## config.mk

```make
export PLATFORM = sky130hd
export DESIGN_NAME = uart_tx_io
export DESIGN_NICKNAME = d
export VERILOG_FILES = /design/src/rtl/uart_pkg.sv /design/src/rtl/uart_tx_fifo.sv /design/src/rtl/uart_tx_io.sv
export SDC_FILE = /design/constraint.sdc
export NUM_CORES = 1
export LEC_CHECK = 0
export ABC_AREA = 1
export ABC_CLOCK_PERIOD_IN_PS = 2800
export CORE_MARGIN = 2
export CORE_UTILIZATION = 25
export CTS_CLUSTER_DIAMETER = 120
export DETAILED_ROUTE_END_ITERATION = 8
export GPL_ROUTABILITY_DRIVEN = 1
export GPL_TIMING_DRIVEN = 0
export HOLD_SLACK_MARGIN = 0.06
export PLACE_DENSITY = 0.44
export SYNTH_ARGS = -nofsm -noshare
export SYNTH_HDL_FRONTEND = slang
export SYNTH_SLANG_ARGS = --single-unit
```

## constraint.sdc

```tcl
create_clock -name clk -period 2.8 [get_ports clk]
set_input_delay 0.56 -clock clk [delete_from_list [all_inputs] [get_ports clk]]
set_output_delay 0.56 -clock clk [all_outputs]
set_load 0.05 [all_outputs]
```

## src/rtl/uart_pkg.sv

```systemverilog
// Shared definitions for the memory-mapped UART transmitter: FSM states and line levels.
package uart_pkg;

  typedef enum logic [1:0] {
    ST_IDLE  = 2'd0,
    ST_START = 2'd1,
    ST_DATA  = 2'd2,
    ST_STOP  = 2'd3
  } tx_state_e;

  localparam int   DATA_BITS = 8;
  localparam logic START_LVL = 1'b0;
  localparam logic STOP_LVL  = 1'b1;
  localparam logic IDLE_LVL  = 1'b1;

endpackage

```

## src/rtl/uart_tx_fifo.sv

```systemverilog
// Transmit byte FIFO with first-word-fall-through dout and registered full/empty/count.
module uart_tx_fifo #(
  parameter int DEPTH = 8,
  parameter int CNT_W = 4
) (
  input  logic             clk,
  input  logic             rst,
  input  logic             push,
  input  logic             pop,
  input  logic [7:0]       din,
  output logic [7:0]       dout,
  output logic             full,
  output logic             empty,
  output logic [CNT_W-1:0] count,
  output logic [CNT_W-1:0] count_nxt
);
  import uart_pkg::*;

  localparam int AW = $clog2(DEPTH);

  logic [7:0]       mem [DEPTH];
  logic [AW-1:0]    wr_ptr_q, rd_ptr_q;
  logic [CNT_W-1:0] count_q, count_d;
  logic             full_q, empty_q;

  // Caller qualifies push/pop; both in one cycle leave the occupancy unchanged.
  always_comb begin
    count_d = count_q;
    if (push && !pop)      count_d = count_q + 1'b1;
    else if (!push && pop) count_d = count_q - 1'b1;
  end

  always_ff @(posedge clk or posedge rst) begin
    if (rst) begin
      wr_ptr_q <= '0;
      rd_ptr_q <= '0;
      count_q  <= '0;
      full_q   <= 1'b0;
      empty_q  <= 1'b1;
    end else begin
      if (push) wr_ptr_q <= wr_ptr_q + 1'b1;
      if (pop)  rd_ptr_q <= rd_ptr_q + 1'b1;
      count_q <= count_d;
      full_q  <= (count_d == CNT_W'(DEPTH));
      empty_q <= (count_d == '0);
    end
  end

  always_ff @(posedge clk) begin
    if (push) mem[wr_ptr_q] <= din;
  end

  assign dout      = mem[rd_ptr_q];
  assign full      = full_q;
  assign empty     = empty_q;
  assign count     = count_q;
  assign count_nxt = count_d;

endmodule

```

## src/rtl/uart_tx_io.sv

```systemverilog
// IO-space UART transmitter: queues CPU writes and shifts them out as 8N1, LSB first.
module uart_tx_io #(
  parameter int CLKS_PER_BIT = 200,
  parameter int FIFO_DEPTH   = 8,
  parameter int CNT_W        = 4
) (
  input  logic             clk,
  input  logic             rst,
  input  logic             wr_en,
  input  logic [7:0]       wr_data,
  input  logic             clr_ovf,
  output logic             tx,
  output logic             busy,
  output logic             full,
  output logic             empty,
  output logic [CNT_W-1:0] count,
  output logic             overflow,
  output logic [1:0]       state_dbg
);
  import uart_pkg::*;

  localparam int BW = (CLKS_PER_BIT > 2) ? $clog2(CLKS_PER_BIT) : 1;

  tx_state_e        state_q, state_d;
  logic [BW-1:0]    baud_q, baud_d;
  logic [2:0]       bit_q, bit_d;
  logic [7:0]       shreg_q, shreg_d;
  logic             tx_q, tx_d;
  logic             busy_q, ovf_q, ovf_d;
  logic             baud_last, fifo_push, fifo_pop;
  logic [7:0]       fifo_dout;
  logic             fifo_full, fifo_empty;
  logic [CNT_W-1:0] fifo_count, fifo_count_nxt;

  assign baud_last = (baud_q == BW'(CLKS_PER_BIT - 1));
  // Pop in IDLE, or on the last STOP cycle so frames run back-to-back.
  assign fifo_pop  = !fifo_empty &&
                     ((state_q == ST_IDLE) || ((state_q == ST_STOP) && baud_last));
  // A simultaneous pop frees a slot, so a write while full still lands.
  assign fifo_push = wr_en && (!fifo_full || fifo_pop);

  uart_tx_fifo #(.DEPTH(FIFO_DEPTH), .CNT_W(CNT_W)) u_fifo (
    .clk       (clk),
    .rst       (rst),
    .push      (fifo_push),
    .pop       (fifo_pop),
    .din       (wr_data),
    .dout      (fifo_dout),
    .full      (fifo_full),
    .empty     (fifo_empty),
    .count     (fifo_count),
    .count_nxt (fifo_count_nxt)
  );

  always_comb begin
    state_d = state_q;
    baud_d  = baud_q;
    bit_d   = bit_q;
    shreg_d = shreg_q;
    case (state_q)
      ST_IDLE: begin
        if (fifo_pop) begin
          shreg_d = fifo_dout;
          baud_d  = '0;
          state_d = ST_START;
        end
      end
      ST_START: begin
        if (baud_last) begin
          baud_d  = '0;
          bit_d   = '0;
          state_d = ST_DATA;
        end else baud_d = baud_q + 1'b1;
      end
      ST_DATA: begin
        if (baud_last) begin
          baud_d  = '0;
          shreg_d = {1'b0, shreg_q[7:1]};
          if (bit_q == 3'(DATA_BITS - 1)) state_d = ST_STOP;
          else                            bit_d   = bit_q + 1'b1;
        end else baud_d = baud_q + 1'b1;
      end
      ST_STOP: begin
        if (baud_last) begin
          baud_d = '0;
          if (fifo_pop) begin
            shreg_d = fifo_dout;
            state_d = ST_START;
          end else state_d = ST_IDLE;
        end else baud_d = baud_q + 1'b1;
      end
      default: state_d = ST_IDLE;
    endcase
  end

  // Line level follows the next state so tx is a clean register output.
  always_comb begin
    tx_d = IDLE_LVL;
    case (state_d)
      ST_START: tx_d = START_LVL;
      ST_DATA:  tx_d = shreg_d[0];
      ST_STOP:  tx_d = STOP_LVL;
      default:  tx_d = IDLE_LVL;
    endcase
  end

  always_comb begin
    ovf_d = ovf_q;
    if (wr_en && !fifo_push) ovf_d = 1'b1;
    else if (clr_ovf)        ovf_d = 1'b0;
  end

  always_ff @(posedge clk or posedge rst) begin
    if (rst) begin
      state_q <= ST_IDLE;
      baud_q  <= '0;
      bit_q   <= '0;
      shreg_q <= '0;
      tx_q    <= IDLE_LVL;
      busy_q  <= 1'b0;
      ovf_q   <= 1'b0;
    end else begin
      state_q <= state_d;
      baud_q  <= baud_d;
      bit_q   <= bit_d;
      shreg_q <= shreg_d;
      tx_q    <= tx_d;
      busy_q  <= (state_d != ST_IDLE) || (fifo_count_nxt != '0);
      ovf_q   <= ovf_d;
    end
  end

  assign tx        = tx_q;
  assign busy      = busy_q;
  assign full      = fifo_full;
  assign empty     = fifo_empty;
  assign count     = fifo_count;
  assign overflow  = ovf_q;
  assign state_dbg = state_q;

endmodule
```

==> results of run 1 <==
cell usage after synthesis, types with 3 or more instances:
library cell	instances	area share, %
nand3_1	46	5.1
inv_1	28	2.3
o22ai_1	4	0.55
clkbuf_1	6	0.50
nor3_1	3	0.33
ha_1	7	1.9
nor2_4	4	0.99
a31oi_1	4	0.55
buf_2	6	0.66
inv_2	6	0.50
nand2_2	5	0.69
nand2_1	123	10
nor2_2	6	0.83
o21ai_0	15	1.7
edfxtp_1	64	42
xor2_1	10	1.9
nor2_1	20	1.7
dfrtp_1	34	19
a21oi_1	15	1.7
nand4_1	4	0.55
power by group through the flow:
stage	combinational, mW	sequential [mW]	clock (mW)
after floorplan	0.442	2.02	0
after global placement	0.816	1.91	0
after detailed placement	0.823	1.91	0
after CTS	0.825	1.88	1.24
after global routing	0.910	1.90	1.31
final	0.813	1.88	1.21
worst max-delay path: cells and delay by family, from the launching register on:
family	cells	cell delay [ns]
AO/OA/AOI/OAI	1	0.08
AND/OR/NAND/NOR	7	1.47
adder cells (fa/ha/maj)	1	0.20
buffers and inverters	2	0.21
flip-flops	1	0.38
sequential cells by signal, indices dropped and copies added (netlist names):
register         count
u_fifo.full          1
u_fifo.rd_ptr_q      3
baud_q               8
tx                   1
shreg_q              8
u_fifo.wr_ptr_q      3
state_dbg            2
overflow             1
u_fifo.count         4
u_fifo.mem          64
bit_q                3
busy                 1
u_fifo.empty         1
per-layer routing:
layer / share of wire (%) / up-vias / wire, µm / GRT usage [%]
li1: - / 1552 / - / -
met1: 50 / 1519 / 5153 / 15.38
met5: 0 / - / 0 / 0
met3: 3.0 / 12 / 316 / 2.970
met2: 46 / 40 / 4787 / 18.03
met4: 1.2 / 0 / 121 / 2.764
kinds of logic after synthesis:
kind of cell	count (synthesis)	synth area share [%]
AND/OR/NAND/NOR	219	22.63
adder cells (fa/ha/maj)	7	1.929
flip-flops	100	62.24
buffers and inverters	50	4.410
XOR/XNOR	11	2.122
AO/OA/AOI/OAI	50	6.670
worst min-delay path by stage:
stage / startpoint / endpoint / slack, ns
final: shreg_q[2] / shreg_q[2] / 0.51
after CTS: shreg_q[2] / shreg_q[2] / 0.51
after floorplan: shreg_q[2] / shreg_q[2] / 0.47
after global placement: shreg_q[2] / shreg_q[1] / 0.48
after global routing: shreg_q[2] / shreg_q[2] / 0.54
after detailed placement: shreg_q[2] / shreg_q[2] / 0.50
through the flow:
step	area (µm²)	setup slack [ns]	hold WS (ns)	TNS [ns]	utilization, %
floorplan	4539	0.6049	0.4656	0	-
global placement	5046	0.04737	0.4841	0	28.19
detailed placement	5046	0.02469	0.4958	0	28.19
CTS	5329	0.01116	0.5130	0	29.77
global route	5329	-0.1439	0.5397	-3.380	29.77
finish	5329	0.07200	0.5094	0	29.77
layout make-up:
cell class                 instances  area [µm²]
inverter                          38       147.6
clock inverter                     7       57.56
buffer                            12       52.55
sequential                       100        2825
multi-input combinational        287        1514
timing repair buffer              22       220.2
clock buffer                       9       225.2
fill                            1870       12570
tap                              229       286.5
==> results_dict.tcl, run 1 <==
set metrics [dict create \
    synthArstFlopShare_pct 36.00 \
    synth_edf_count 64 \
    cts_root_buffer "clkbuf_16" \
    cts.sinks 100 \
    pin_count 23 \
    status "complete, no violations" \
    clk_latency_ns 0.35 \
    syn_avg_cell_area_um2 10.39 \
    dieArea_mm2 0.01925 \
    globalplace.congestion 0.7592 \
    finalSetupViolCount 0 \
    slew_violations 0 \
    cts_resized 0 \
    synth_ff_type "edfxtp_1" \
    r2r_cells 11 \
    rrSetupSlack_ns 0.07 \
    n_antenna_cell 0 \
    rows 49 \
    required_ns 2.77 \
    stdcell_count 704 \
    power_switching_mw 1.253 \
    placedCellCount 688 \
    num_vias 3123 \
    whs_path_depth 2 \
    coreArea_mm2 0.01790 \
    antenna_found_initial 0 \
    syn-num-nets 456 \
    first_pass_iters 4 \
    wirelength_um 10380 \
    p_comb_share_pct 20.8 \
    ys_ff_latch 100 \
    crit_path_max_fanout 8 \
    final_cell_mix "nand2_1, edfxtp_1, nand3_1, dfrtp_1, inv_1" \
    overflow 0 \
    fin_crit_ns 2.728 \
    regToRegEndpoint "u_fifo.mem[3][6]" \
    cts_buffers 9 \
    htreeDepth 3 \
    hold_violations 0 \
    worst_clock_skew_ns 0.008731 \
    internal-power_mw 2.649 \
    end_kind "flop" \
    die_w_um 138.8 \
    layout_commonest_cell "nand2_1" \
    power_mw 3.901 \
    nets 489 \
    syn_area_mm2 0.004539 \
    ys_seq_area_share_pct 62.24 \
    hpwl_um 6927 \
    syn2layout_area_growth_pct 17.39 \
    clk_path_buf_depth 2 \
    crit_slowest_cell "nor2_1" \
    cts_tree "yes" \
    post-cts-setup-buffers 0 \
    p_seq_share_pct 48.2 \
    critPathLaunchType "flop" \
    slew_headroom_pct 28.47 \
    postRouteAntennaNets 0 \
    initial_core_util_pct 25.36 \
    avgRoutedWirePerCell_um 14.74 \
    grt_start_max_net_pins 37 \
    drt_iter0_markers 178 \
    crit_chain "ha_1 > nand2_2 > nor2_4 > nand2_4 > nand2_8 > nand3_4 > inv_4 > o21ai_2 > inv_2 > nand2_1 > nor2_1" \
    die_h_um 138.8 \
    synth_cells 437 \
    crit_end "u_fifo.mem[3][6]" \
    fin_crit_sh_pct 97.43 \
    swShare_pct 32.11 \
    synth_cell_types 38 \
    drive_gt1_share_pct 12.00 \
    cpPeakStageDelay_ns 0.82 \
    cp.arrival_ns 2.70 \
    grt_pass1_vias 3104 \
    max_cap_violations 0 \
    tightestPinTransition_ns 1.069 \
    rr_startpoint "baud_q[0]" \
    remaining_drc_errors 0 \
    vias_per_cell 4.436 \
    clk_pin_slew_ns 0.07 \
    critPathLaunch "baud_q[0]" \
    ctsHoldBuffers 0 \
    rsz0062_at_grt "yes" \
    power_density_mw_per_mm2 732.1 \
    leakagePower_nw 2.107 \
    grt_pass1_wl_um 16960 \
    max_freq_ghz 0.3666 \
    power_frac_clock_pct 31.0 \
    yosysWarnings 0 \
    portBuffers 22 \
    min_path_type "reg -> reg" \
    grt_util_all_layers_pct 11.28 \
    peakVddDrop_mv 0.4128 \
    crit_type "reg -> reg" \
]
Note: power is estimated with default switching activity, not from simulation.
==> inputs of run 2 (changes only) <==
--- a/config.mk
+++ b/config.mk
@@ -8,13 +8,13 @@
 export ABC_AREA = 1
 export ABC_CLOCK_PERIOD_IN_PS = 2800
 export CORE_MARGIN = 2
-export CORE_UTILIZATION = 25
+export CORE_UTILIZATION = 45
 export CTS_CLUSTER_DIAMETER = 120
 export DETAILED_ROUTE_END_ITERATION = 8
 export GPL_ROUTABILITY_DRIVEN = 1
 export GPL_TIMING_DRIVEN = 0
 export HOLD_SLACK_MARGIN = 0.06
-export PLACE_DENSITY = 0.44
+export PLACE_DENSITY = 0.67
 export SYNTH_ARGS = -nofsm -noshare
 export SYNTH_HDL_FRONTEND = slang
 export SYNTH_SLANG_ARGS = --single-unit
==> run 2 against run 1 <==
Highest routed layer unchanged; largest power group unchanged; hold slack better by 0.0084 ns; global-route usage increased by 6.5 points; design area is 3.2% lower; via count grew 1.4%; sequential power barely moved; critical endpoint is now u_fifo.mem[5][5]; register-to-register slack improved by 0.08 ns; routed wire length fell by 12%.
==> results_dict.tcl, run 2 (synthesized netlist as in run 1, its figures left out) <==
set metrics [dict create \
    power_frac_clock_pct 26.2 \
    multiInputGateArea_mm2 0.001514 \
    remaining_drc_errors 0 \
    status "complete, no violations" \
    slew_headroom_pct 37.48 \
    regMostFlops "u_fifo.mem" \
    clk_path_buf_depth 2 \
    post-route-util_pct 52.75 \
    tightestPinTransition_ns 0.9344 \
    power_density_mw_per_mm2 707.6 \
    worst_clock_skew_ns 0.01530 \
    grt_pass1_vias 3057 \
    cts_buffers 9 \
    initial_core_util_pct 46.44 \
    drive_gt1_share_pct 12.18 \
    reg.largest.list "u_fifo.mem (64), baud_q (8), shreg_q (8)" \
    cts_tree "yes" \
    overflow 0 \
    crit_type "reg -> reg" \
    rows 36 \
    portBuffers 22 \
    cts.sinks 100 \
    clk_pin_slew_ns 0.11 \
    drt_iter0_markers 197 \
    finalSetupTns_ns 0 \
    crit_path_max_fanout 8 \
    holdWs_ns 0.5178 \
    power_switching_mw 1.191 \
    ff_latch_area_mm2 0.002825 \
    layout_commonest_cell "nand2_1" \
    p_seq_share_pct 51.6 \
    cp.arrival_ns 2.65 \
    required_ns 2.79 \
    max_freq_ghz 0.3770 \
    crit_slowest_cell "nor2_1" \
    critPathLaunchType "flop" \
    crit_chain "ha_1 > nand2_2 > nor2_4 > nand2_4 > nand2_8 > nand3_4 > inv_4 > o21ai_2 > inv_2 > nand2_1 > nor2_1" \
    min_path_type "reg -> reg" \
    swShare_pct 32.64 \
    place_area_mm2 0.004954 \
    hpwl_um 6327 \
    fin_crit_ns 2.653 \
    cts_root_buffer "clkbuf_8" \
    cts_resized 0 \
    grt_start_max_net_pins 22 \
    ctsHoldBuffers 0 \
    final_design_area_no_fill_mm2 0.005156 \
    pin_count 23 \
    grt_util_all_layers_pct 17.77 \
    wirelength_um 9155 \
    num_vias 3166 \
    vias_per_cell 5.199 \
    p_comb_share_pct 22.2 \
    hold_violations 0 \
    final_cell_mix "nand2_1, edfxtp_1, nand3_1, dfrtp_1, inv_1" \
    coreArea_mm2 0.009774 \
    htreeDepth 3 \
    avgRoutedWirePerCell_um 15.03 \
    fin_crit_sh_pct 94.74 \
    finalSetupViolCount 0 \
    die_w_um 104.4 \
    globalplace.congestion 0.8115 \
    cpPeakStageDelay_ns 0.72 \
    dieArea_mm2 0.01091 \
    post-cts-setup-buffers 0 \
    max_cap_violations 0 \
    internal-power_mw 2.458 \
    fill_cells 863 \
    grt_pass1_wl_um 15130 \
    slew_violations 0 \
    end_kind "flop" \
    first_pass_iters 4 \
    leakagePower_nw 2.084 \
    peakVddDrop_mv 0.3783 \
    postRouteAntennaNets 0 \
    cp_num_buf_inv 2 \
    die_h_um 104.4 \
    n_antenna_cell 0 \
    rsz0062_at_grt "yes" \
    largest_reg_flops 64 \
    nets 490 \
    syn2layout_area_growth_pct 13.59 \
    cpLargestDelayFamily "simple AND/OR/NAND/NOR gates" \
    clk_latency_ns 0.37 \
    antenna_found_initial 0 \
]
-- run 2: cell count changes in the layout (fill, tap and decap cells not counted), moves of 2 or more --
cell and delta:
clkbuf_8 +9, inv_8 -2, inv_6 +2, clkbuf_16 -9
-- run 2: worst paths after layout --
kind / startpoint / to / slack, ns / cells past startpoint
max in group asynchronous: rst / u_fifo.empty / 1.47 / 3
worst max-delay path: baud_q[0] / u_fifo.mem[5][5] / 0.15 / 11
worst max register to register: baud_q[0] / u_fifo.mem[5][5] / 0.15 / 11
worst min-delay path: shreg_q[1] / shreg_q[1] / 0.52 / 2
min in group asynchronous: rst / busy / 0.67 / 2
worst min register to register: shreg_q[1] / shreg_q[1] / 0.52 / 2
-- run 2: power groups by stage --
| stage | sequential [mW] | combinational [mW] | clock (mW) |
|---|---|---|---|
| 6_report | 1.88 | 0.810 | 0.956 |
| 4_1_cts | 1.88 | 0.816 | 0.962 |
| 3_3_place_gp | 1.90 | 0.786 | 0 |
| 2_1_floorplan | 2.02 | 0.442 | 0 |
| 5_1_grt | 1.90 | 0.885 | 1.02 |
| 3_5_place_dp | 1.91 | 0.812 | 0 |
-- run 2: final cells by class --
cell class	count	share of cell area, %
Sequential cell	100	54.79
Inverter	38	2.863
Clock inverter	7	1.529
Multi-Input combinational cell	287	29.36
Buffer	12	1.019
Tap cell	133	3.227
Timing Repair Buffer	23	4.805
Clock buffer	9	2.402
-- run 2: metal layers --
metal	vias to the layer above	GRT usage, %	share of wire (%)
li1	1549	-	-
met5	-	0	0
met4	0	7.239	1.4
met3	11	3.070	4.2
met2	68	30.16	51
met1	1538	22.55	44
-- run 2: per-stage QoR --
step	setup WS [ns]	instances	power, mW
after floorplan	0.6049	437	2.463
after global placement	0.1674	592	2.691
after detailed placement	0.1431	593	2.723
after CTS	0.1042	609	3.657
after global routing	-0.01687	609	3.807
final	0.1474	609	3.648
-- run 2: worst reg2reg max path, delay by kind of cell (launching register included) --
| kind | cells | cell delay [ns] |
|---|---|---|
| flip-flops | 1 | 0.41 |
| buffers and inverters | 2 | 0.20 |
| AND/OR/NAND/NOR | 7 | 1.37 |
| AO/OA/AOI/OAI | 1 | 0.08 |
| adder cells (fa/ha/maj) | 1 | 0.21 |
==> inputs of run 3 (changes only) <==
--- a/config.mk
+++ b/config.mk
@@ -5,8 +5,8 @@
 export SDC_FILE = /design/constraint.sdc
 export NUM_CORES = 1
 export LEC_CHECK = 0
-export ABC_AREA = 1
 export ABC_CLOCK_PERIOD_IN_PS = 2800
+export CORE_ASPECT_RATIO = 1.5
 export CORE_MARGIN = 2
 export CORE_UTILIZATION = 45
 export CTS_CLUSTER_DIAMETER = 120
==> run 3 against run 2 <==
Clock skew fell by 0.0081 ns; routed wire length fell by 15%; register-to-register slack barely moved; design area fell by 1.7%; critical path depth fell by 3; non-clock buffer count did not move; worst setup slack got worse by 0.0051 ns; utilization rose by 1.7 points; sequential share of layout area rose by 0.93 points; count of clock-buffer cells in the layout rose by 2.
==> results_dict.tcl, run 3 <==
set metrics [dict create \
    status "complete, no violations" \
    syn2layout_area_growth_pct 17.21 \
    power_density_mw_per_mm2 991.0 \
    grt_util_all_layers_pct 16.57 \
    yosys-top-cells-area "edfxtp_1, dfrtp_1, mux4_2" \
    max_cap_violations 0 \
    die_h_um 124.1 \
    crit_slowest_cell "nor3_1" \
    p_seq_share_pct 42.4 \
    regMostFlops "u_fifo.mem" \
    required_ns 2.84 \
    p_comb_share_pct 31.4 \
    whs_path_depth 2 \
    clk_pin_slew_ns 0.06 \
    synth_cells 300 \
    r2r_cells 8 \
    stdcell_count 451 \
    synth_commonest_cells "edfxtp_1, dfrtp_1, nand2_1" \
    n_antenna_cell 0 \
    cpLargestDelayFamily "simple AND/OR/NAND/NOR gates" \
    yosysWarnings 0 \
    critPathLaunchType "flop" \
    power_switching_mw 1.640 \
    cts.sinks 100 \
    worstHoldEndpoint "overflow" \
    synth_edf_count 64 \
    yosysTopAreaCellShare_pct 44.43 \
    min_path_type "reg -> reg" \
    portBuffers 22 \
    multiInputGateArea_mm2 0.001461 \
    dpl_worst_slack_ns -0.4324 \
    initial_core_util_pct 46.47 \
    placedCellCount 435 \
    crit_chain "ha_1 > and4b_1 > buf_6 > a31oi_4 > nand2_1 > nand2_1 > nor3_1 > buf_2" \
    syn-num-nets 319 \
    internal-power_mw 3.384 \
    htreeDepth 3 \
    grt_pass1_vias 2584 \
    slew_headroom_pct 39.52 \
    avgRoutedWirePerCell_um 17.30 \
    final_design_area_no_fill_mm2 0.005070 \
    finalSetupViolCount 0 \
    wirelength_um 7803 \
    rr_startpoint "baud_q[0]" \
    cp_num_buf_inv 2 \
    crit_type "reg -> reg" \
    swShare_pct 32.64 \
    synth_ff_type "edfxtp_1" \
    peakVddDrop_mv 0.6997 \
    fill_cells 771 \
    clk_latency_ns 0.34 \
    rows 43 \
    cts_root_buffer "clkbuf_16" \
    rsz0062_at_grt "yes" \
    grt_start_max_net_pins 37 \
    ctsHoldBuffers 0 \
    place_area_mm2 0.004701 \
    regToRegEndpoint "u_fifo.mem[3][6]" \
    num_vias 2526 \
    first_pass_iters 4 \
    rrSetupSlack_ns 0.14 \
    crit_path_frequent_cell "nand2_1" \
    holdWs_ns 0.5208 \
    cpPeakStageDelay_ns 0.55 \
    ys_ff_latch 100 \
    hpwl_um 5363 \
    hold_violations 0 \
    cts_buffers 9 \
    layout_commonest_cell "edfxtp_1" \
    synth_cell_types 49 \
    vias_per_cell 5.601 \
    power_mw 5.024 \
    fin_crit_ns 2.658 \
    postRouteAntennaNets 0 \
    nets 353 \
    cp.arrival_ns 2.70 \
    end_kind "flop" \
    largest_reg_flops 64 \
    hold_start "overflow" \
    dieArea_mm2 0.01043 \
    drt_iter0_markers 105 \
    synth_top_area_cell "edfxtp_1" \
    remaining_drc_errors 0 \
    reg.largest.list "u_fifo.mem (64), baud_q (8), shreg_q (8)" \
    fin_crit_sh_pct 94.92 \
    post-cts-setup-buffers 0 \
    ff_latch_area_mm2 0.002825 \
    coreArea_mm2 0.009308 \
    syn_area_mm2 0.004325 \
    synthArstFlopShare_pct 36.00 \
    power_frac_clock_pct 26.2 \
    clk_path_buf_depth 2 \
    ys_seq_area_share_pct 65.32 \
    antenna_found_initial 0 \
    cts_tree "yes" \
    final.setup.worst_slack_ns 0.1422 \
    overflow 0 \
    final_cell_mix "edfxtp_1, dfrtp_1, nand2_1, clkdlybuf4s50_1, o21ai_0" \
    yosysMostFrequentCell "edfxtp_1" \
    drive_gt1_share_pct 15.93 \
    pin_count 23 \
    leakagePower_nw 1.814 \
    grt_pass1_wl_um 13050 \
    worst_clock_skew_ns 0.007169 \
    tightestPinTransition_ns 0.9023 \
    crit_path_max_fanout 9 \
    syn_avg_cell_area_um2 14.42 \
    die_w_um 84.05 \
    slew_violations 0 \
    globalplace.congestion 0.7856 \
    max_freq_ghz 0.3763 \
]
-- run 3: power by group through the flow --
stage          Sequential [mW]  Combinational [mW]  Clock, mW
2_1_floorplan             2.28               0.988          0
3_5_place_dp              2.16                1.55          0
6_report                  2.13                1.58       1.32
4_1_cts                   2.13                1.57       1.34
5_1_grt                   2.17                1.74       1.40
3_3_place_gp              2.15                1.51          0
-- run 3: kinds of logic (layout without fill, tap and decap cells) --
logic type | Yosys count | count (layout) | synth area share [%]
flip-flops | 100 | 100 | 65.32
AND/OR/NAND/NOR | 81 | 81 | 9.661
AO/OA/AOI/OAI | 51 | 51 | 7.376
multiplexers | 29 | 29 | 11.43
buffers and inverters | 23 | 62 | 2.372
XOR/XNOR | 9 | 9 | 1.822
adder cells (fa/ha/maj) | 7 | 7 | 2.025
-- run 3: area by class of cell --
| type | count | share of cell area (%) |
|---|---|---|
| sequential | 100 | 55.73 |
| multi-input combinational | 177 | 28.83 |
| clock buffer | 11 | 4.590 |
| timing repair buffer | 23 | 4.442 |
| tap | 112 | 2.764 |
| clock inverter | 5 | 1.629 |
| buffer | 12 | 1.209 |
| inverter | 11 | 0.8144 |
-- run 3: how the worst max path moves through the flow --
stage                            start          endpoint  slack, ns  cells after the start
final                        baud_q[0]  u_fifo.mem[3][6]       0.14                      8
after global routing         baud_q[0]  u_fifo.mem[6][2]      -0.06                      7
after CTS                    baud_q[0]  u_fifo.mem[7][6]       0.02                      7
after detailed placement         wr_en  u_fifo.mem[0][6]      -0.43                      4
after global placement           wr_en  u_fifo.mem[6][6]      -0.48                      4
after floorplan           state_dbg[1]              busy       0.08                      7
-- run 3: layer usage --
metal  vias to the layer above  routed length, µm  track usage (%)
li1                       1207                  -                -
met1                      1264               3230            19.63
met2                        41               4174            28.77
met3                        14                228            3.777
met4                         0                169            7.661
met5                         -                  0                0
-- run 3: repair_timing --
item	in CTS	in global routing
endpoints found under the hold margin	0	0
gates resized for setup	4	6
cloned	0	0
endpoints found under the setup margin	46	62
pin swaps	0	0
-- run 3: metrics by stage --
stage / setup TNS [ns] / util (%)
final: 0 / 54.47
after global routing: -0.6750 / 54.47
after CTS: 0 / 54.12
after detailed placement: -11.64 / 50.50
after global placement: -19.35 / 50.34
after floorplan: 0 / -
-- run 3: worst reg2reg max path: cells and delay by family (launching register included) --
kind	cells	cell delay, ns
simple gates	4	1.10
flops	1	0.38
fa+ha+maj	1	0.27
buf+inv	2	0.47
compound gates	1	0.14
==> edit 1, RTL diff (config.mk and constraints of run 1) <==
`FIFO_DEPTH`: 8 -> 16.
--- a/src/rtl/uart_tx_io.sv
+++ b/src/rtl/uart_tx_io.sv
@@ -2,5 +2,5 @@
 module uart_tx_io #(
   parameter int CLKS_PER_BIT = 200,
-  parameter int FIFO_DEPTH   = 8,
+  parameter int FIFO_DEPTH   = 16,
   parameter int CNT_W        = 4
 ) (
Function: changed (Yosys sat finds a counterexample within 4 cycles, from zero or initial values and one cycle with rst high).
==> edit 1 against run 1 <==
  * Sequential cell count increased by 66
  * Area after synthesis up 57%
  * Power increased by 61%
  * Utilization rose by 0.68 points
  * Final area rose by 60%
  * Clock power is 93% higher
  * Wire length grew 81%
  * Worst setup slack improved by 83 ps
  * Largest cell class unchanged
  * Largest power group unchanged
==> edit 1: results (changes against run 1) <==
Yosys:
- The number of standard cells after synthesis came to 647 (+48%).
- By count the netlist is led by nand2_1 (175), edfxtp_1 (128), nand3_1 (77).
- The share of synthesized flip-flops with an asynchronous set or reset came to 22.9% (-13 points).
- The count of unique library cells instantiated by Yosys is 36 (-5.3%).
- The number of synthesized flops with an enable pin is 128 (+100%).
- Yosys attributes the largest share of cell area to edfxtp_1 (54%), dfrtp_1 (13%), nand2_1 (9.2%).
- The number of warnings issued by yosys was 0 (unchanged).
- The most used flip-flop cell after synthesis is edfxtp_1.
- Of all cell types, the one taking the most synthesized area is edfxtp_1.
- The net count of the mapped netlist came to 669 (+47%).
- The part of the Yosys area used for sequential elements came to 67.3% (+5.1 points).

Placement:
- The weighted congestion reported at the end of routability-driven placement was 0.734 (-3.3%).
- The placed instance count is 1047 (+52%).
- The total of buffers placed on input and output ports is 22 (unchanged).
- The HPWL reported at the end of detailed placement is 12300 um (+78%).

Worst hold path:
- The number of stages on the worst hold path is 1 (-1).
- The worst hold-check path type is register to register.

Clocking:
- The clock latency at the later pin of the worst-skew pair is 430 ps (+80 ps).
- The number of buffers created by CTS is 17 (+8).
- The buffer levels on the longest clock path is 2 (unchanged).
- The post-CTS setup repair buffer count is 0 (unchanged).
- The root cell of the clock tree is clkbuf_16.
- The total number of H-tree levels is 4 (+1).

Critical path:
- The path depth of the worst reg2reg path is 9 (-2).
- Among all stages on the critical path, the largest delay is contributed by nor2_2.
- The largest incremental delay on the critical path is 560 ps (-260 ps).
- The largest fanout on the critical path was 8 (unchanged).
- Grouping stages by cell kind, the critical path spends the most delay in simple AND/OR/NAND/NOR gates.

Run status:
- The flow ran to the end, and the final reports show no timing, DRC or antenna violations.

Drt:
- The number of design-rule violations left by the first detailed-router iteration is 444 (+150%).
- The DRC violation count after routing was 0 (unchanged).
- The average routed wire per standard cell came to 17.4 um (+18%).
- The number of nets with antenna violations after routing is 0 (unchanged).
- The total number of vias is 4727 (+51%).
- The first-pass detailed-route iteration total is 5 (+1).

Final layout:
- The number of non-filler instances in the completed layout is 1079 (+53%).
- The fraction of final layout cells with drive strength greater than 1 is 11.3% (-0.73 points).
- The antenna diode instance count was 0 (unchanged).
- The register bank with the most flops is u_fifo.mem.
- In the final layout, the registers with the most flip-flops are u_fifo.mem x128, baud_q x8, shreg_q x8.
- The net count of the finished layout is 710 (+45%).
- The fill cell total of the finished layout is 2948 (+58%).

Global routing:
- The global-route wire length before repair is 29400 um (+73%).
- The via count of the first global-routing pass is 4811 (+55%).
- The overall fraction of global-route tracks in use is 13.1% (+1.8 points).
- The number of antenna violations at the first check in global routing is 0 (unchanged).
- The pin count of the biggest net entering global routing was 39 (+5.4%).

Timing:
- The final setup skew came to 9.37 ps (+0.643 ps).
- The worst slew slack as a fraction of its limit is 45.7% (+17 points).

Pwr:
- The net switching fraction of the power was 28.8% (-3.3 points).
- The reported leakage power came to 3.14 nW (+49%).
- The maximum resistive drop on vdd is 0.000374 V (-9.5%).
## edit 1: cell types whose count changed after synthesis, sizes merged, moves of 5 or more
cell    change
edfxtp     +64
inv         +5
buf        +11
a21oi      +27
nand3      +29
a22oi      +13
nand2      +48
nor2        +7
## edit 1: area by class of cell
type | instances | area, um^2 | area share (%)
Clock buffer | 18 | 429 | 5.05
Sequential cell | 166 | 4800 | 56.4
Multi-Input combinational cell | 411 | 2150 | 25.3
Clock inverter | 14 | 150 | 1.77
Buffer | 26 | 119 | 1.40
Inverter | 44 | 165 | 1.94
Timing Repair Buffer | 22 | 220 | 2.59
Tap cell | 378 | 473 | 5.56
## edit 1: final timing paths
kind                            from                end  slack, ps
setup reg to reg           baud_q[0]  u_fifo.mem[11][0]        150
hold / removal              bit_q[0]           bit_q[0]        490
min in group asynchronous        rst          baud_q[2]        610
max in group asynchronous        rst    u_fifo.count[2]       1670
setup / recovery           baud_q[0]  u_fifo.mem[11][0]        150
hold reg to reg             bit_q[0]           bit_q[0]        490
## edit 1: logic make-up (layout without fill, tap and decap cells)
family	Yosys count	after routing	synth area share (%)
AO/OA/AOI/OAI	81	81	6.74
adder cells (fa/ha/maj)	10	10	1.76
AND/OR/NAND/NOR	306	306	18.5
XOR/XNOR	14	14	1.72
buffers and inverters	70	124	3.98
flip-flops	166	166	67.3
## edit 1: worst register-to-register path, cell delays in order, from the launching register on
cell     delay [ps]
dfrtp_1         360
ha_1            180
nand2_1         110
nor2_2          180
nand3_2         100
nand2_4         120
nand2_4         100
a21oi_4         290
nand2_1         280
nor2_2          560
## edit 1: power groups by stage
stage               Combinational (W)  Sequential [W]  Clock (W)
floorplan                    0.000430         0.00317          0
CTS                          0.000898         0.00300    0.00237
detailed placement           0.000870         0.00305          0
global placement             0.000870         0.00305          0
finish                       0.000949         0.00300    0.00233
global route                  0.00106         0.00302    0.00246
## edit 1: layer usage
metal / share of wire, % / routed length, um / vias up / global-route usage [%]
li1: - / - / 2323 / -
met1: 48 / 8990 / 2318 / 17.6
met5: 0 / 0 / - / 0
met4: 1.2 / 234 / 0 / 3.95
met2: 48 / 9090 / 70 / 21.6
met3: 2.4 / 449 / 16 / 2.33
## edit 1: stage by stage
step / worst slack (ps) / util, % / area [um^2]
after global placement: -308 / 28.0 / 7820
after global routing: -54.4 / 30.4 / 8510
final: 155 / 30.4 / 8510
after detailed placement: -317 / 28.0 / 7820
after floorplan: 476 / - / 7130
after CTS: -113 / 30.2 / 8430
## edit 1: what timing repair did
action,4_1_cts,5_1_grt
endpoints found under the hold margin,0,0
gates resized for setup,11,18
setup endpoints to repair,114,96
==> edit 2, RTL diff (settings of run 1) <==
Made on the original files. The output `tx` loses its register stage (`tx_q` becomes a continuous assignment).
--- a/src/rtl/uart_tx_io.sv
+++ b/src/rtl/uart_tx_io.sv
@@ -117,5 +117,4 @@
       bit_q   <= '0;
       shreg_q <= '0;
-      tx_q    <= IDLE_LVL;
       busy_q  <= 1'b0;
       ovf_q   <= 1'b0;
@@ -125,9 +124,10 @@
       bit_q   <= bit_d;
       shreg_q <= shreg_d;
-      tx_q    <= tx_d;
       busy_q  <= (state_d != ST_IDLE) || (fifo_count_nxt != '0);
       ovf_q   <= ovf_d;
     end
   end
+
+  assign tx_q = tx_d;
 
   assign tx        = tx_q;
Check against the original RTL: not equivalent (Yosys sat finds a counterexample within 4 cycles, from zero or initial values and one cycle with rst high).
==> edit 2 against run 1 <==
  * Worst setup slack gained 66 ps
  * Clock skew grew 1.5 ps
  * Register-to-register slack gained 260 ps
  * Wire length shrank 2.0%
  * Sequential cell count shrank 1
  * Area after synthesis shrank 0.58%
  * Synthesized cell count shrank 0.23%
  * Maximum frequency grew 2.5%
  * Clock power grew 7%
  * Non-clock buffer count shrank 1
  * Power grew 2.2%
  * Via count shrank 0.70%
  * Final area grew 0.56%
  * Largest cell class unchanged
  * Largest power group unchanged
  * Highest routed layer unchanged
==> edit 2: results (changes against run 1) <==
Placement:
- The weighted congestion reported at the end of routability-driven placement is 0.766 (+0.95%).
- The HPWL reported at the end of detailed placement came to 6930 um (about the same).
- The setup slack after placement was -300 ps (-324 ps).
- The total cell area at the placement stage is 0.00502 mm^2 (-0.52%).
- The placed instance count came to 687 (-0.15%).

Drt:
- The sum of routed wire segments on met1 is 4890 um (-5.2%).
- The first-pass detailed-route iteration total is 5 (+1).
- The number of design-rule violations left by the first detailed-router iteration is 195 (+9.6%).
- The detailed route wirelength on metal3 is 423 um (+34%).
- The length of routed met2 wiring is 4680 um (-2.3%).
- The routed wire length is 10200 um (-2.0%).
- The via density per instance is 4.42 (-0.42%).

Critical path:
- The largest incremental delay on the critical path is 390 ps (-430 ps).
- The cell at the slowest stage of the critical path is dfrtp_1.
- The worst endpoint data arrival time is 2100 ps (-600 ps).

Global routing:
- The via count of the first global-routing pass came to 3079 (-0.81%).
- The global-route wire length before repair is 16700 um (-1.4%).
- The pin count of the biggest net entering global routing was 36 (-2.7%).
- The overall fraction of global-route tracks in use came to 11.2% (-0.068 points).

Timing:
- The transition time at the pin with the least slew margin was 783 ps (-286 ps).
- The final setup skew was 10.2 ps (+1.48 ps).

Run status:
- The flow ran to the end, and the final reports show no timing, DRC or antenna violations.

Yosys:
- The post-synthesis adder-cell area fraction is 1.94% (+0.011 points).
- The synthesized-area fraction occupied by ao, oa, aoi and oai cells is 6.71% (+0.039 points).
- The post-synthesis xor/xnor area fraction is 2.13% (+0.012 points).
- The net count of the mapped netlist is 455 (-0.22%).
- By area the synthesized netlist is led by edfxtp_1 (43%), dfrtp_1 (19%), nand2_1 (10%).
- The part of the Yosys area used for sequential elements is 62.0% (-0.22 points).
- The share of synthesized flip-flops with an asynchronous set or reset came to 35.4% (-0.65 points).
- The number of standard cells after synthesis is 436 (-0.23%).

Pwr:
- The reported leakage power came to 2.10 nW (-0.31%).
- The switching power total is 0.00124 W (-1.3%).
- The combinational-cell power consumption is 0.000825 W (+1%).
- The maximum resistive drop on vdd is 0.000399 V (-3.4%).
- The power of the clock network was 0.00130 W (+7%).

Final layout:
- The fill cell total of the finished layout was 1816 (-2.9%).
- The number of non-filler instances in the completed layout is 702 (-0.28%).
- The fraction of final layout cells with drive strength greater than 1 is 14.4% (+2.4 points).
- The net count of the finished layout is 487 (-0.41%).

Clocking:
- The buffer levels on the longest clock path is 2 (unchanged).
- The post-cts gate resize count is 14 (+14).
## edit 2: cell count changes after synthesis, sizes merged
cell	change
dfstp	-1
## edit 2: per-layer routing
layer  vias up  track usage (%)
met5         -                0
met4         0             3.54
met3        12             2.98
met2        76             18.0
met1      1471             14.9
li1       1542                -
## edit 2: area by class of cell
type | count | area (um^2) | area share (%)
flip-flops and latches | 99 | 2800 | 52.2
well taps | 229 | 287 | 5.35
clock buffers | 11 | 243 | 4.53
inverters | 38 | 151 | 2.83
plain buffers | 11 | 53.8 | 1.00
clock inverters | 5 | 66.3 | 1.24
multi-input cells | 287 | 1540 | 28.7
repair buffers | 22 | 221 | 4.13
## edit 2: path summary, 6_finish.rpt
path / endpoint / slack, ps
max: tx / 140
min in group asynchronous: bit_q[2] / 680
max in group asynchronous: shreg_q[5] / 1620
min: shreg_q[1] / 500
min reg2reg: shreg_q[1] / 500
max reg2reg: u_fifo.mem[7][3] / 330
